[src/rtl/npc_pkg.sv]
// rtl/npc_pkg.sv - shared types and constants for the NPC memory arbiter
package npc_pkg;

  localparam int MASK_W = 8;
  localparam logic [31:0] RESP_ERR_DATA = 32'hdeadbeef;

  typedef enum logic [1:0] {
    IDLE  = 2'd0,
    ISSUE = 2'd1,
    WAIT  = 2'd2,
    DRAIN = 2'd3
  } arb_state_t;

  typedef enum logic {
    OWN_IF = 1'b0,
    OWN_LS = 1'b1
  } owner_t;

endpackage

[src/rtl/npc_rr_arb2.sv]
// rtl/npc_rr_arb2.sv - two-way round-robin grant: bit 0 = IFU, bit 1 = LSU
module npc_rr_arb2 (
  input  logic [1:0] req,
  input  logic       last_grant_ls,
  output logic [1:0] grant
);

  // On a tie the requester that did not win last time takes the grant.
  always_comb begin
    grant = req;
    if (req == 2'b11) begin
      grant = last_grant_ls ? 2'b01 : 2'b10;
    end
  end

endmodule

[src/rtl/npc_mem_arbiter.sv]
// rtl/npc_mem_arbiter.sv - shares one memory port between IFU fetch and LSU load/store
module npc_mem_arbiter
  import npc_pkg::*;
#(
  parameter int ADDR_W  = 32,
  parameter int DATA_W  = 32,
  parameter int TIMEOUT = 255
) (
  input  logic              clk,
  input  logic              rst,
  input  logic              if_req_valid,
  output logic              if_req_ready,
  input  logic [ADDR_W-1:0] if_addr,
  output logic              if_resp_valid,
  input  logic              ls_req_valid,
  output logic              ls_req_ready,
  input  logic [ADDR_W-1:0] ls_addr,
  input  logic              ls_wen,
  input  logic [DATA_W-1:0] ls_wdata,
  input  logic [MASK_W-1:0] ls_wmask,
  output logic              ls_resp_valid,
  output logic [DATA_W-1:0] resp_rdata,
  output logic              resp_err,
  output logic              mem_req_valid,
  input  logic              mem_req_ready,
  output logic [ADDR_W-1:0] mem_addr,
  output logic              mem_wen,
  output logic [DATA_W-1:0] mem_wdata,
  output logic [MASK_W-1:0] mem_wmask,
  input  logic              mem_resp_valid,
  input  logic [DATA_W-1:0] mem_rdata,
  output logic              busy
);

  localparam int TIMER_W = (TIMEOUT > 0) ? $clog2(TIMEOUT + 1) : 1;

  arb_state_t         state;
  arb_state_t         state_nxt;
  owner_t             owner;
  logic [TIMER_W-1:0] timer;
  logic [1:0]         grant;
  logic               timeout_hit;

  // The current owner doubles as the round-robin history.
  npc_rr_arb2 u_rr_arb2 (
    .req           ({ls_req_valid, if_req_valid}),
    .last_grant_ls (owner == OWN_LS),
    .grant         (grant)
  );

  assign timeout_hit = (TIMEOUT != 0) && (timer == TIMER_W'(TIMEOUT - 1));
  assign busy        = (state != IDLE);

  always_ff @(posedge clk) begin
    if (rst) begin
      state <= IDLE;
    end else begin
      state <= state_nxt;
    end
  end

  always_comb begin
    state_nxt     = state;
    if_req_ready  = 1'b0;
    ls_req_ready  = 1'b0;
    if_resp_valid = 1'b0;
    ls_resp_valid = 1'b0;
    resp_rdata    = '0;
    resp_err      = 1'b0;
    mem_req_valid = 1'b0;
    case (state)
      IDLE: begin
        if_req_ready = grant[0];
        ls_req_ready = grant[1];
        if (|grant) begin
          state_nxt = ISSUE;
        end
      end
      ISSUE: begin
        mem_req_valid = 1'b1;
        if (mem_req_ready) begin
          state_nxt = WAIT;
        end
      end
      WAIT: begin
        if (mem_resp_valid) begin
          if_resp_valid = (owner == OWN_IF);
          ls_resp_valid = (owner == OWN_LS);
          resp_rdata    = mem_wen ? '0 : mem_rdata;
          state_nxt     = IDLE;
        end else if (timeout_hit) begin
          if_resp_valid = (owner == OWN_IF);
          ls_resp_valid = (owner == OWN_LS);
          resp_rdata    = DATA_W'(RESP_ERR_DATA);
          resp_err      = 1'b1;
          state_nxt     = DRAIN;
        end
      end
      DRAIN: begin
        // A late response from the hung transaction is swallowed here.
        if (mem_resp_valid) begin
          state_nxt = IDLE;
        end
      end
      default: state_nxt = IDLE;
    endcase
  end

  always_ff @(posedge clk) begin
    if (rst) begin
      owner     <= OWN_IF;
      mem_addr  <= '0;
      mem_wen   <= 1'b0;
      mem_wdata <= '0;
      mem_wmask <= '0;
      timer     <= '0;
    end else begin
      if (state == IDLE && grant[1]) begin
        owner     <= OWN_LS;
        mem_addr  <= ls_addr;
        mem_wen   <= ls_wen;
        mem_wdata <= ls_wdata;
        mem_wmask <= ls_wmask;
      end else if (state == IDLE && grant[0]) begin
        owner     <= OWN_IF;
        mem_addr  <= if_addr;
        mem_wen   <= 1'b0;
        mem_wdata <= '0;
        mem_wmask <= '0;
      end
      if (state == ISSUE && mem_req_ready) begin
        timer <= '0;
      end else if (state == WAIT && !mem_resp_valid && timer != {TIMER_W{1'b1}}) begin
        timer <= timer + TIMER_W'(1);
      end
    end
  end

endmodule

[config.mk]
export PLATFORM = sky130hd
export DESIGN_NAME = npc_mem_arbiter
export DESIGN_NICKNAME = d
export VERILOG_FILES = /design/src/rtl/npc_pkg.sv /design/src/rtl/npc_rr_arb2.sv /design/src/rtl/npc_mem_arbiter.sv
export SDC_FILE = /design/constraint.sdc
export NUM_CORES = 1
export LEC_CHECK = 0
export CORE_MARGIN = 2
export CORE_UTILIZATION = 41
export CTS_CLUSTER_SIZE = 24
export DETAILED_ROUTE_END_ITERATION = 10
export PLACE_DENSITY = 0.95
export SKIP_CTS_REPAIR_TIMING = 1
export SLEW_MARGIN = 20
export SYNTH_ARGS = -nofsm -noshare
export SYNTH_HDL_FRONTEND = slang
export SYNTH_SLANG_ARGS = --single-unit
[constraint.sdc]
create_clock -name clk -period 4.7 [get_ports clk]
set_clock_uncertainty 0.15 [all_clocks]
set_input_delay 1.175 -clock clk [delete_from_list [all_inputs] [get_ports clk]]
set_output_delay 1.175 -clock clk [all_outputs]
set_load 0.02 [all_outputs]
# Word-level counts from Yosys, hierarchy flattened
# Cells that the tools add are included.
dict set report word_totals {
  regBits 84
  output_inout_bits 112
}
dict set report op_classes {
  bitwise_logic 1
  add_sub_neg 1
  muxes 33
  eq_ne 10
  n_reduce_logical 12
}
# op n
set op_table {}
lappend op_table {{32-bit 2-to-1 mux} 8}
lappend op_table {{8-bit 2-to-1 mux} 2}
lappend op_table {{1-bit 2-to-1 mux} 15}
lappend op_table {{2-bit 2-to-1 mux} 7}
lappend op_table {{8-bit by 1-bit adder with 8-bit output, second input constant} 1}
lappend op_table {{8-bit == test, second input constant} 1}
lappend op_table {{8-bit inequality test, second input constant} 1}
lappend op_table {{2-bit one-hot mux with 4 select lines} 1}
lappend op_table {{2-bit == test, second input constant} 3}
lappend op_table {{2-bit inequality test, second input constant} 3}
lappend op_table {{1-bit logical AND} 5}
lappend op_table {{4-bit AND reduction} 1}
lappend op_table {{2-bit nonzero test} 2}
lappend op_table {{2-bit OR reduction} 2}
lappend op_table {{3-bit inequality test, second input constant} 1}
lappend op_table {{2-bit by 1-bit == test with 1-bit output, second input constant} 1}
lappend op_table {{2-bit zero test} 1}
lappend op_table {{1-bit zero test} 1}
lappend op_table {{1-bit NOT} 1}

# Depth between registers and ports, before layout
# Gate-level depths: netlist (run 1).
dict set report logic_depth {
  ltp_word 5
  ltp_mapped 5
  ltp_nobuf 4
}

# Hierarchy
# A second synthesis (run 1) with hierarchy kept.
dict set report unflattened {
  hier_cells 480
  hier_area_um2 4166.5
}
# mod n_inst area_each_um2 cells_per_inst seq_area_each_um2
set by_module_without_submodules {}
lappend by_module_without_submodules {npc_mem_arbiter 1 4147.7 477 1681.6}
lappend by_module_without_submodules {npc_rr_arb2 1 18.8 3 0.0}

# Worst setup path before layout (run 1)
# Ideal clock, no wire load.
dict set report synth_timing {
  kind {in2out}
  start {in mem_resp_valid}
  end {out resp_rdata[21]}
  required_ns 3.375
  path_slack_ns 1.368
  arrival_ns 2.007
  path_stages 4
  n_path_buf 1
  path_cell_list {and2b_1 -> clkbuf_1 -> nand2_1 -> a21oi_1}
}
dict set report synth_via {
  elab_chain_cells 2
}
# element line
set synth_rtl {}
lappend synth_rtl {{start: declaration} npc_mem_arbiter.sv:30} ;# input logic mem_resp_valid,
lappend synth_rtl {{32-bit 2-to-1 mux} npc_mem_arbiter.sv:86} ;# if (mem_resp_valid) begin
lappend synth_rtl {{32-bit 2-to-1 mux} npc_mem_arbiter.sv:71} ;# case (state)
lappend synth_rtl {{end: declaration} npc_mem_arbiter.sv:22} ;# output logic [DATA_W-1:0] resp_rdata,
# No other way between the ends.

# Worst setup path in the final report (run 1)
dict set report layout_timing {
  start {in mem_resp_valid}
  end {out resp_rdata[6]}
}
# Same word-level chain as after synthesis.

==> results of run 1 <==
## worst min-delay path, stage by stage (launching register included)
cell	delay (ns)
dfxtp_1	0.31
o21ai_0	0.06
a21oi_1	0.06
## through the flow
stage / utilization / worst slack [ns]
CTS: 0.683 / 0.257
global route: 0.683 / 0.158
floorplan: - / 1.37
detailed placement: 0.666 / 0.255
finish: 0.683 / 0.236
global placement: 0.666 / 0.343
## registers in the layout (all words and copies together), names as in the netlist
register   flops
owner          1
mem_wmask      8
timer          8
state          2
mem_wen        1
mem_wdata     32
mem_addr      32
## worst max path at each step
stage,slack (ns),endpoint,startpoint,cells after the start
after floorplan,1.37,resp_rdata[21],mem_resp_valid,4
after global placement,0.34,resp_rdata[9],mem_resp_valid,6
after detailed placement,0.26,resp_rdata[6],mem_resp_valid,6
after CTS,0.26,resp_rdata[6],mem_resp_valid,6
after global routing,0.16,resp_rdata[1],mem_resp_valid,6
final,0.24,resp_rdata[6],mem_resp_valid,6
## logic make-up after synthesis
family | count (synthesis)
compound gates | 188
flops | 84
mux | 36
fa+ha+maj | 2
buf+inv | 55
simple gates | 120
## metal layers
| metal | vias to the layer above | routed length (um) | GRT usage |
|---|---|---|---|
| li1 | 2211 | - | - |
| met1 | 2147 | 5420 | 0.279 |
| met2 | 215 | 7360 | 0.444 |
| met3 | 34 | 1210 | 0.0662 |
| met4 | 0 | 463 | 0.118 |
| met5 | - | 0 | 0 |
## layout by cell type, fill, tap and decap left out, drive strengths merged, types with 3 or more instances in the layout
| cell type | synthesis | layout |
|---|---|---|
| o21ai | 45 | 45 |
| a21oi | 101 | 101 |
| clkinv | 1 | 4 |
| buf | 29 | 9 |
| nor3 | 4 | 4 |
| clkdlybuf4s50 | 0 | 253 |
| nor2 | 6 | 6 |
| nand3b | 3 | 3 |
| nand3 | 50 | 50 |
| mux2i | 36 | 36 |
| dfxtp | 84 | 84 |
| clkbuf | 20 | 11 |
| inv | 5 | 6 |
| and3 | 10 | 10 |
| nand2 | 30 | 30 |
| a211oi | 37 | 37 |
## area by class of cell
| type | instances | area share |
|---|---|---|
| Clock buffer | 11 | 0.0204 |
| Clock inverter | 5 | 0.00506 |
| Inverter | 6 | 0.00325 |
| Multi-Input combinational cell | 346 | 0.329 |
| Sequential cell | 84 | 0.243 |
| Tap cell | 136 | 0.0246 |
| Timing Repair Buffer | 262 | 0.375 |
## where the power goes
group,internal [mW],total (mW),switching [mW]
sequential,0.773,0.810,0.0369
combinational,0.300,0.615,0.315
clock,0.208,0.474,0.266
==> results by group, run 1 <==
Synthesis
  • Largest family of logic cells by synthesized area: compound AO/OA/AOI/OAI gates
  • Sequential area share after synthesis: 0.398
  • Asr flop ratio synth: 0
  • Compound-cell area share of the yosys netlist: 0.290
  • Cell count after synthesis: 485
  • Most used flip-flop cell after synthesis: dfxtp_1
  • Net Count, Synth: 630
  • XOR/XNOR share of the synthesized area: 0
  • Post-synth cell types: 44
  • Post-synthesis simple-gate area fraction: 0.153
  • Mux contribution to synthesized area: 0.0853
  • Post-synth EDFFs: 0
  • Synthesized area per cell: 8.71 um2
  • Synth top cells by count: dfxtp_1 (84), a21oi_1 (81), nand3_1 (50)
  • Synth Register Bits: 84
  • Post-synth top area cell: dfxtp_1
  • Synthesized area: 4220 um2
  • Synth area leaders: dfxtp_1 (40%), a21oi_1 (9.6%), mux2i_1 (8.5%)
  • Synth Area in Adders: 0.00593
  • Most frequent cell after synthesis: dfxtp_1
  • Top cell type's share of synthesized area: 0.398
  • Yosys Warn Count: 0

Critical path
  • Reg2reg end: mem_addr[7]$_SDFFE_PP0P_
  • CP Cell Sequence: clkdlybuf4s50_1 -> and2b_1 -> buf_4 -> nand2_1 -> a21oi_2 -> clkdlybuf4s50_1
  • Crit end category: primary output
  • Arrival @ worst endpoint: 3.14 ns
  • R2R Setup Slk: 2.48 ns
  • Setup Crit Path Kind: primary input to primary output
  • Reg2reg start: state[1]$_SDFFE_PP0P_
  • R2R depth: 4
  • Buf/Inv on CP: 3
  • Slowest-stage cell, CP: clkdlybuf4s50_1
  • CP max FO: 23
  • Most frequent CP cell: clkdlybuf4s50_1
  • Family with the most delay on the worst path: buffers and inverters
  • Crit start category: primary input
  • CP Data Required Time: 3.38 ns
  • Crit path largest cell delay: 0.62 ns

Floorplanning
  • Rows: 37
  • Die ar.: 11100 um2
  • Initial Utilization: 0.417
  • Die H: 105 um
  • Die Wd: 105 um
  • IO Pins: 255
  • Core Box Area: 10100 um2

STA
  • Final Hold Vio Count: 0
  • RSZ-0062 raised after global routing: false
  • Final min period: 4.46 ns
  • Fin crit share: 0.950
  • Setup_tns: 0 ns
  • Fmax: 0.224 GHz
  • Fin Hold WS: 0.329 ns
  • Final Max Slew Viols: 0
  • Worst-Margin Slew: 0.963 ns
  • Worst rel slew slack: 0.358
  • Final Setup Violations: 0

Detailed routing
  • Final wirelength: 14.5 mm
  • Vias: 4607
  • Drt pass-1 iters: 5
  • Via/cell ratio: 5.42
  • 1st-iter DRT viols: 327
  • Wire per inst: 17.0 um
  • # DRC: 0
  • Antenna Violating Nets Remaining: 0

Place
  • Count of input and output buffers: 254
  • Post-DP HPWL: 10.5 mm
  • Placer Congestion: 0.897
  • Placed insts: 834
  • Post-Place Cell Area: 6750 um2

Layout
  • Layout Nets: 854
  • Filler cells: 780
  • Non-filler cells, final: 850
  • Area of the multi-input gates: 2280 um2
  • Antenna cells: 0
  • Share of cells above drive strength 1: 0.104
  • Area Growth Syn to Fin: 64.0%
  • Seq. cell area: 1680 um2
  • Post-route cell area: 6930 um2

Clocking
  • # clock sinks: 84
  • Clock slew at reported path FFs: 0.08 ns
  • Clk_lat worst skew: 0.35 ns
  • Num CTS Buffers: 9
  • Clk root buf: clkbuf_8
  • H-tree depth: 3
  • CTS Buffer Depth: 2
  • CTS tree: done

Power and ir drop
  • Pleak: 2.48 nW
  • PwrDens: 274 nW/um2
  • Total Power: 1.90 mW
  • Maximum VDD drop: 0.181 mV

Global route
  • GRT Util Overall: 0.251
  • Largest net degree at the start of global routing: 75
  • Initial antenna violation count: 0
  • Vias in the first global route: 4563
  • First-pass GRT wire length: 22.6 mm
  • Global route total overflow: 0

Run
  • Total of max-cap violations: 0

Worst hold path
  • HP Class: flip-flop to flip-flop
  • Hold path endpoint: mem_wdata[13]$_SDFFE_PP0P_
  • Hold Path Depth: 2
  • Hold_sp: mem_wdata[13]$_SDFFE_PP0P_

Outcome
  • Status: complete, no violations
Note: power is estimated with default switching activity, not from simulation.
==> run 2, diff against run 1 <==
- MAX_ROUTING_LAYER: default -> met4
==> run 2 against run 1 <==
  * Combinational power about the same
  * Register-to-register slack about the same
  * Power decreased by 0.14%
  * Sequential power about the same
  * Flip-flop and latch count unchanged
  * Die area unchanged
  * Setup slack got worse by 0.0074 ns
  * Largest power group unchanged
  * Highest routed layer unchanged
==> results by group, run 2 (same netlist as run 1, synthesis figures left out) <==
STA
  • Worst rel slew slack: 0.357 (-0.000976)
  • Final Hold Vio Count: 0 (unchanged)
  • Final Setup Violations: 0 (unchanged)
  • Setup_tns: 0 ns (unchanged)
  • Fmax: 0.224 GHz (-0.16%)
  • Final Max Slew Viols: 0 (unchanged)
  • Final min period: 4.47 ns (+0.00737 ns)
  • RSZ-0062 raised after global routing: false
  • Fin Hold WS: 0.332 ns (+0.00261 ns)
  • Fin crit share: 0.951 (+0.00157)
  • Worst setup margin: 0.228 ns (-0.00737 ns)
  • Worst-Margin Slew: 0.965 ns (+0.00146 ns)

Layout
  • Area Growth Syn to Fin: 64.0% (unchanged)
  • Most frequent cells in the layout: clkdlybuf4s50_1 (253), dfxtp_1 (84), a21oi_1 (81), nand3_1 (50), o21ai_0 (44)
  • Top flop regs: mem_addr (32), mem_wdata (32)
  • Antenna cells: 0 (unchanged)
  • Layout Nets: 854 (unchanged)
  • Non-filler cells, final: 850 (unchanged)
  • Post-route cell area: 6930 um2 (unchanged)
  • Share of cells above drive strength 1: 0.104 (unchanged)
  • Post-Route Utilization: 0.683 (unchanged)
  • Filler cells: 780 (unchanged)
  • Commonest non-fill, non-tap cell in the layout: clkdlybuf4s50_1

Clocking
  • Clock slew at reported path FFs: 0.08 ns (about the same)
  • Clk_lat worst skew: 0.34 ns (about the same)
  • CTS Buffer Depth: 2 (unchanged)
  • Clk root buf: clkbuf_8
  • H-tree depth: 3 (unchanged)
  • Num CTS Buffers: 9 (unchanged)
  • CTS tree: done
  • # clock sinks: 84 (unchanged)

Global route
  • Vias in the first global route: 4559 (-0.088%)
  • First-pass GRT wire length: 22.6 mm (-0.24%)
  • Global route total overflow: 0 (unchanged)
  • GRT Util Overall: 0.259 (+0.00776)
  • Largest net degree at the start of global routing: 75 (unchanged)
  • Initial antenna violation count: 0 (unchanged)

Place
  • Post-DP HPWL: 10.5 mm (unchanged)
  • Pre-CTS setup slack: 0.255 ns (unchanged)
  • Placed insts: 834 (unchanged)
  • Post-Place Cell Area: 6750 um2 (unchanged)
  • Placer Congestion: 0.912 (+1.7%)
  • Count of input and output buffers: 254 (unchanged)

Worst hold path
  • HP Class: flip-flop to flip-flop
  • Hold_sp: mem_wdata[13]$_SDFFE_PP0P_

Detailed routing
  • Wire per inst: 17.0 um (about the same)
  • # DRC: 0 (unchanged)
  • Antenna Violating Nets Remaining: 0 (unchanged)
  • Drt pass-1 iters: 5 (unchanged)
  • 1st-iter DRT viols: 301 (-8.0%)
  • Vias: 4670 (+1.4%)
  • Final wirelength: 14.4 mm (about the same)
  • Via/cell ratio: 5.49 (+1.4%)

Critical path
  • CP Data Required Time: 3.38 ns (about the same)
  • Reg2reg start: state[1]$_SDFFE_PP0P_
  • Crit end category: primary output
  • Family with the most delay on the worst path: buffers and inverters
  • Crit start category: primary input
  • Most frequent CP cell: clkdlybuf4s50_1
  • Setup Crit Path Kind: primary input to primary output
  • Arrival @ worst endpoint: 3.15 ns (about the same)
  • Crit. Startpoint: mem_resp_valid
  • CP Cell Sequence: clkdlybuf4s50_1 -> and2b_1 -> buf_4 -> nand2_1 -> a21oi_2 -> clkdlybuf4s50_1
  • Crit path largest cell delay: 0.62 ns (about the same)
  • CP max FO: 23 (unchanged)
  • Buf/Inv on CP: 3 (unchanged)
  • Slowest-stage cell, CP: clkdlybuf4s50_1

Outcome
  • Status: complete, no violations

Power and ir drop
  • Logic pwr share: 0.325 (about the same)
  • Pleak: 2.48 nW (unchanged)
  • Internal: 1.28 mW (about the same)
  • Clock Power Share: 0.248 (-0.002)
  • Sw Ratio: 0.324 (-0.000989)
  • Maximum VDD drop: 0.182 mV (+0.59%)
  • Total Power: 1.90 mW (-0.14%)
  • PwrDens: 274 nW/um2 (-0.14%)
  • Sw Pwr: 0.615 mW (-0.45%)
  • Seq pwr share: 0.427 (about the same)

Floorplanning
  • Initial Utilization: 0.417 (unchanged)
  • Core Box Area: 10100 um2 (unchanged)
  • Rows: 37 (unchanged)
  • Die H: 105 um (unchanged)
  • Die ar.: 11100 um2 (unchanged)
  • Die Wd: 105 um (unchanged)
  • IO Pins: 255 (unchanged)

Run
  • Total of max-cap violations: 0 (unchanged)
-- run 2: cell counts in the layout (fill, tap and decap cells not counted) --
No cell type changed its count.
-- run 2: worst paths after layout --
kind                                     end  slack, ns  cells after the start
hold reg to reg   mem_wdata[13]$_SDFFE_PP0P_       0.33                      2
hold / removal    mem_wdata[13]$_SDFFE_PP0P_       0.33                      2
setup / recovery               resp_rdata[6]       0.23                      6
setup reg to reg    mem_addr[7]$_SDFFE_PP0P_       2.48                      4
-- run 2: final cells by class --
type	instances	area, um2	area share
Multi-Input combinational cell	346	2280	0.329
Clock buffer	11	141	0.0204
Clock inverter	5	35.0	0.00506
Inverter	6	22.5	0.00325
Sequential cell	84	1680	0.243
Tap cell	136	170	0.0246
Timing Repair Buffer	262	2600	0.375
-- run 2: per-layer routing --
layer | vias up | part of all wire | global-route usage
met1 | 2191 | 0.39 | 0.290
met2 | 234 | 0.51 | 0.442
met4 | 0 | 0.030 | 0.117
li1 | 2213 | - | -
met3 | 32 | 0.073 | 0.0532
met5 | - | 0 | -
-- run 2: worst register-to-register path: stages, from the launching register on --
cell      delay [ns]
dfxtp_1         0.41
nor2_4          0.15
inv_2           0.27
nor2_4          0.87
a211oi_1        0.22
-- run 2: power by group through the flow --
stage	Combinational [mW]	Sequential [mW]	Clock (mW)
5_1_grt	0.657	0.816	0.512
2_1_floorplan	0.246	0.891	0
3_3_place_gp	0.602	0.822	0
6_report	0.616	0.810	0.470
4_1_cts	0.618	0.810	0.486
3_5_place_dp	0.616	0.825	0
